[src/rtl/alu_uart_interface.sv]
// Frame sequencer between the UART and the ALU: collects A, B and opcode bytes,
// latches the ALU result and hands it to the transmitter with a start/done handshake.
module alu_uart_interface #(
  parameter int NB_DATA        = 8,
  parameter int NB_OPCODE      = 6,
  parameter int TIMEOUT_CYCLES = 50000
) (
  input  logic                 clock,
  input  logic                 reset_n,
  input  logic [NB_DATA-1:0]   rx_data,
  input  logic                 rx_done,
  input  logic                 tx_done,
  input  logic [NB_DATA-1:0]   alu_out,
  output logic [NB_DATA-1:0]   dato_a,
  output logic [NB_DATA-1:0]   dato_b,
  output logic [NB_OPCODE-1:0] opcode,
  output logic [NB_DATA-1:0]   tx_data,
  output logic                 tx_start,
  output logic                 busy,
  output logic                 opcode_err,
  output logic                 timeout,
  output logic                 overrun
);

  localparam bit TO_EN = (TIMEOUT_CYCLES > 0);
  localparam int CW    = TO_EN ? $clog2(TIMEOUT_CYCLES + 1) : 1;
  localparam logic [CW-1:0] CNT_LIMIT = CW'(TO_EN ? TIMEOUT_CYCLES - 1 : 0);

  localparam logic [NB_OPCODE-1:0] OP_ADD = NB_OPCODE'(6'b100000);
  localparam logic [NB_OPCODE-1:0] OP_SUB = NB_OPCODE'(6'b100010);
  localparam logic [NB_OPCODE-1:0] OP_AND = NB_OPCODE'(6'b100100);
  localparam logic [NB_OPCODE-1:0] OP_OR  = NB_OPCODE'(6'b100101);
  localparam logic [NB_OPCODE-1:0] OP_XOR = NB_OPCODE'(6'b100110);
  localparam logic [NB_OPCODE-1:0] OP_NOR = NB_OPCODE'(6'b100111);
  localparam logic [NB_OPCODE-1:0] OP_SRA = NB_OPCODE'(6'b000011);
  localparam logic [NB_OPCODE-1:0] OP_SRL = NB_OPCODE'(6'b000010);

  typedef enum logic [2:0] {
    ST_IDLE, ST_WAIT_B, ST_WAIT_OP, ST_EXEC, ST_SEND, ST_WAIT_TX
  } state_t;

  state_t        state;
  logic [CW-1:0] to_cnt;
  logic          op_valid;
  logic          to_hit;

  // Opcode byte is legal only with the unused high bits clear.
  always_comb begin
    op_valid = 1'b0;
    if (rx_data[NB_DATA-1:NB_OPCODE] == '0) begin
      case (rx_data[NB_OPCODE-1:0])
        OP_ADD, OP_SUB, OP_AND, OP_OR,
        OP_XOR, OP_NOR, OP_SRA, OP_SRL: op_valid = 1'b1;
        default:                        op_valid = 1'b0;
      endcase
    end
  end

  assign to_hit = TO_EN && (to_cnt == CNT_LIMIT);
  assign busy   = (state == ST_EXEC) || (state == ST_SEND) || (state == ST_WAIT_TX);

  always_ff @(posedge clock or negedge reset_n) begin
    if (!reset_n) begin
      state      <= ST_IDLE;
      to_cnt     <= '0;
      dato_a     <= '0;
      dato_b     <= '0;
      opcode     <= '0;
      tx_data    <= '0;
      tx_start   <= 1'b0;
      opcode_err <= 1'b0;
      timeout    <= 1'b0;
      overrun    <= 1'b0;
    end else begin
      tx_start   <= 1'b0;
      opcode_err <= 1'b0;
      timeout    <= 1'b0;
      // Bytes arriving while a result is in flight are dropped but remembered.
      if (rx_done && busy) overrun <= 1'b1;
      case (state)
        ST_IDLE: begin
          if (rx_done) begin
            dato_a <= rx_data;
            to_cnt <= '0;
            state  <= ST_WAIT_B;
          end
        end
        ST_WAIT_B: begin
          if (rx_done) begin
            dato_b <= rx_data;
            to_cnt <= '0;
            state  <= ST_WAIT_OP;
          end else if (to_hit) begin
            timeout <= 1'b1;
            to_cnt  <= '0;
            state   <= ST_IDLE;
          end else if (TO_EN) begin
            to_cnt <= to_cnt + CW'(1);
          end
        end
        ST_WAIT_OP: begin
          if (rx_done) begin
            to_cnt <= '0;
            if (op_valid) begin
              opcode <= rx_data[NB_OPCODE-1:0];
              state  <= ST_EXEC;
            end else begin
              opcode_err <= 1'b1;
              state      <= ST_IDLE;
            end
          end else if (to_hit) begin
            timeout <= 1'b1;
            to_cnt  <= '0;
            state   <= ST_IDLE;
          end else if (TO_EN) begin
            to_cnt <= to_cnt + CW'(1);
          end
        end
        ST_EXEC: begin
          tx_data <= alu_out;
          state   <= ST_SEND;
        end
        ST_SEND: begin
          tx_start <= 1'b1;
          state    <= ST_WAIT_TX;
        end
        ST_WAIT_TX: begin
          if (tx_done) state <= ST_IDLE;
        end
        default: state <= ST_IDLE;
      endcase
    end
  end

endmodule

[config.mk]
export PLATFORM = sky130hd
export DESIGN_NAME = alu_uart_interface
export DESIGN_NICKNAME = d
export VERILOG_FILES = /design/src/rtl/alu_uart_interface.sv
export SDC_FILE = /design/constraint.sdc
export NUM_CORES = 1
export LEC_CHECK = 0
export CORE_ASPECT_RATIO = 1.25
export CORE_MARGIN = 1
export CORE_UTILIZATION = 49
export DETAILED_ROUTE_END_ITERATION = 12
export GPL_ROUTABILITY_DRIVEN = 1
export PLACE_DENSITY = 0.79
export SYNTH_ARGS = -nofsm -noshare
export SYNTH_HDL_FRONTEND = slang
export SYNTH_SLANG_ARGS = --single-unit
[constraint.sdc]
create_clock -name clock -period 2.5 [get_ports clock]
set_clock_uncertainty 0.1 [all_clocks]
set_input_delay 0.5 -clock clock [delete_from_list [all_inputs] [get_ports clock]]
set_output_delay 0.5 -clock clock [all_outputs]
set_load 0.005 [all_outputs]
==> reports/metrics.cfg <==
[global_route]
antenna_found_initial=0
first_global_vias=1844
grt_pass1_wl_mm=8.36
track_usage=0.214
grt_max_degree=29
overflow=0

[setup_path]
crit_required_ns=1.90
crit_path_end_kind=output pin
critPathArrivalTime_ns=1.69
path_max_fanout=9
cp-start-kind=flop
critPathKind=flop to output pin

[timing]
fin_crit_sh=0.915
setup_viol=0
slew_headroom=0.584
fin_crit_ns=2.29
rsz0062_at_grt=false
tightest_slew_ns=0.624
hold_violations=0
maxSlewViolCount=0
setup_tns_ns=0
clock.fmax_mhz=437

[logic_synthesis]
ys_seq_elements=53
synth-edff-count=0
async_flop_share=1.00
ys_warn_count=0
synth_area_um2=2370
synthTopCellsByArea=dfrtp_1 56%, mux2_2 14%, o21ai_0 3.4%
yosysSeqAreaShare=0.561
synth_cell_types=36
ys.flop_type=dfrtp_1
synth.avg_cell_area_um2=11.2
yosysTopAreaCellShare=0.561
syn-num-nets=232
synth_cells=211
yosys.area.top_type=dfrtp_1

[cells_and_area]
finalInstanceArea_um2=3110
diodes=0
nets=295
final_layout_size_suffix_gt1_frac=0.185
area_growth_pct=31.4

[routing]
vias_per_cell=5.52
wire_per_inst_um=15.0
drc=0
drt_pass1_iterations=4
drt-total-wl_mm=4.98
drt_iter0_markers=124
routed-via-count=1837
ant_nets=0

[clock_network]
clkSlewWorstSetupHoldPaths_ns=0.09
postCtsSetupBuffers=0
tritoncts=built
cts_buffer_depth=2
cts-root-buf=clkbuf_8
hold_buffers=0
clock-sinks=53
htree_levels=2
cts_buffers=5
cts_resized=0
insertion_delay_ns=0.30

[floorplan]
die_x_um=64.2
die_area_um2=5110
core_um2=4530
die_y_um=79.7
pin_count=55
start_util=0.523
std_cell_rows=27

[outcome]
status=complete, no violations

[pwr]
p_per_area_nw_per_um2=981
leakagePower_uw=0.00130
ir_drop_v=0.000610

[job]
cap_violations=0

[place]
gp_congestion=0.792
hpwlAfterDp_mm=3.54
placed_area_um2=3030
port-buffer-count=54

[min_path]
min_path_type=input pin to async pin

critical path: stages, from the launching register on:
cell,delay [ns]
dfrtp_1,0.49
inv_1,0.17
nand3_1,0.10
nand2_1,0.12
clkdlybuf4s50_1,0.50
through the flow:
stage          std cells  total power, µW  hold slack, ns  setup WS, ns  utilization
2_1_floorplan        211             1920           0.104         0.471            -
3_3_place_gp         325             2580           0.340        0.0126        0.669
3_5_place_dp         325             2600           0.343       -0.0424        0.669
4_1_cts              333             3080           0.124         0.180        0.687
5_1_grt              333             3240           0.153        0.0897        0.687
6_report             333             3050           0.104         0.213        0.687
placed cells by master (no fill, tap or decap), types with 2 or more instances in the layout:
cell and n:
nor3_1 3, a21o_1 3, a211oi_1 2, and4_1 2
nor2_1 9, or4_1 2, clkdlybuf4s50_1 53, nor4_1 2
o21ai_0 16, nor4bb_1 2, buf_4 10, clkbuf_8 5
clkbuf_1 3, nand2_1 21, inv_1 8, nand3_1 5
mux2_2 29, nor3_2 2, a21oi_1 13, and3_1 2
dfrtp_1 53, or3_1 5, a31oi_1 8, and2_1 2
routing by layer:
| layer | global-route usage | vias to the layer above | routed length (µm) |
|---|---|---|---|
| li1 | - | 879 | - |
| met5 | 0 | - | 0 |
| met4 | 0.109 | 0 | 133 |
| met2 | 0.348 | 50 | 2470 |
| met3 | 0.0643 | 12 | 278 |
| met1 | 0.257 | 896 | 2100 |
power by group:
| part | internal [µW] | switching [µW] |
|---|---|---|
| logic | 786 | 497 |
| registers | 1110 | 193 |
| clock network | 200 | 259 |
| total | 2100 | 950 |
kinds of logic (layout without fill, tap and decap cells):
kind of cell	count (synthesis)	in the layout	synth area share
and+or+nand+nor	64	64	0.147
DFF	53	53	0.561
AOI/OAI and AO/OA	46	46	0.115
muxes	29	29	0.138
buffers and inverters	17	81	0.0301
adders and majority gates	1	1	0.00529
xor gates and xnor gates	1	1	0.00370
area by class of cell:
type                    count  area [µm²]
flip-flops and latches     53        1330
inverters                   8        30.0
clock buffers               8        80.1
well taps                  58        72.6
multi-input cells         141         968
repair buffers             65         631
fillers                   361        1420
state kept, by name, indices dropped and copies added, names as in the netlist:
register and flops:
to_cnt 16, dato_a 8, dato_b 8, tx_data 8, opcode 6, state 3
opcode_err 1, overrun 1, timeout 1, tx_start 1
synth_stat cells, types with 2 or more instances:
master	instances
inv_1	8
nor3_2	2
clkbuf_1	2
o21ai_0	16
and2_1	2
or4_1	2
a31oi_1	8
and3_1	2
or3_1	5
nor3_1	3
and4_1	2
nor2_1	9
dfrtp_1	53
nor4_1	2
buf_2	6
a21oi_1	13
nand2_1	21
nor4bb_1	2
mux2_2	29
nand3_1	5
a21o_1	3
a211oi_1	2
final timing paths:
check,from,endpoint,slack [ns],depth (start not counted)
max,state[2],busy,0.21,4
min,reset_n,to_cnt[12],0.10,1
max reg2reg,to_cnt[0],to_cnt[12],0.39,6
min reg2reg,overrun,overrun,0.38,1
max in group asynchronous,reset_n,tx_data[3],1.62,2
min in group clock,overrun,overrun,0.38,1
Note: power is estimated with default switching activity, not from simulation.
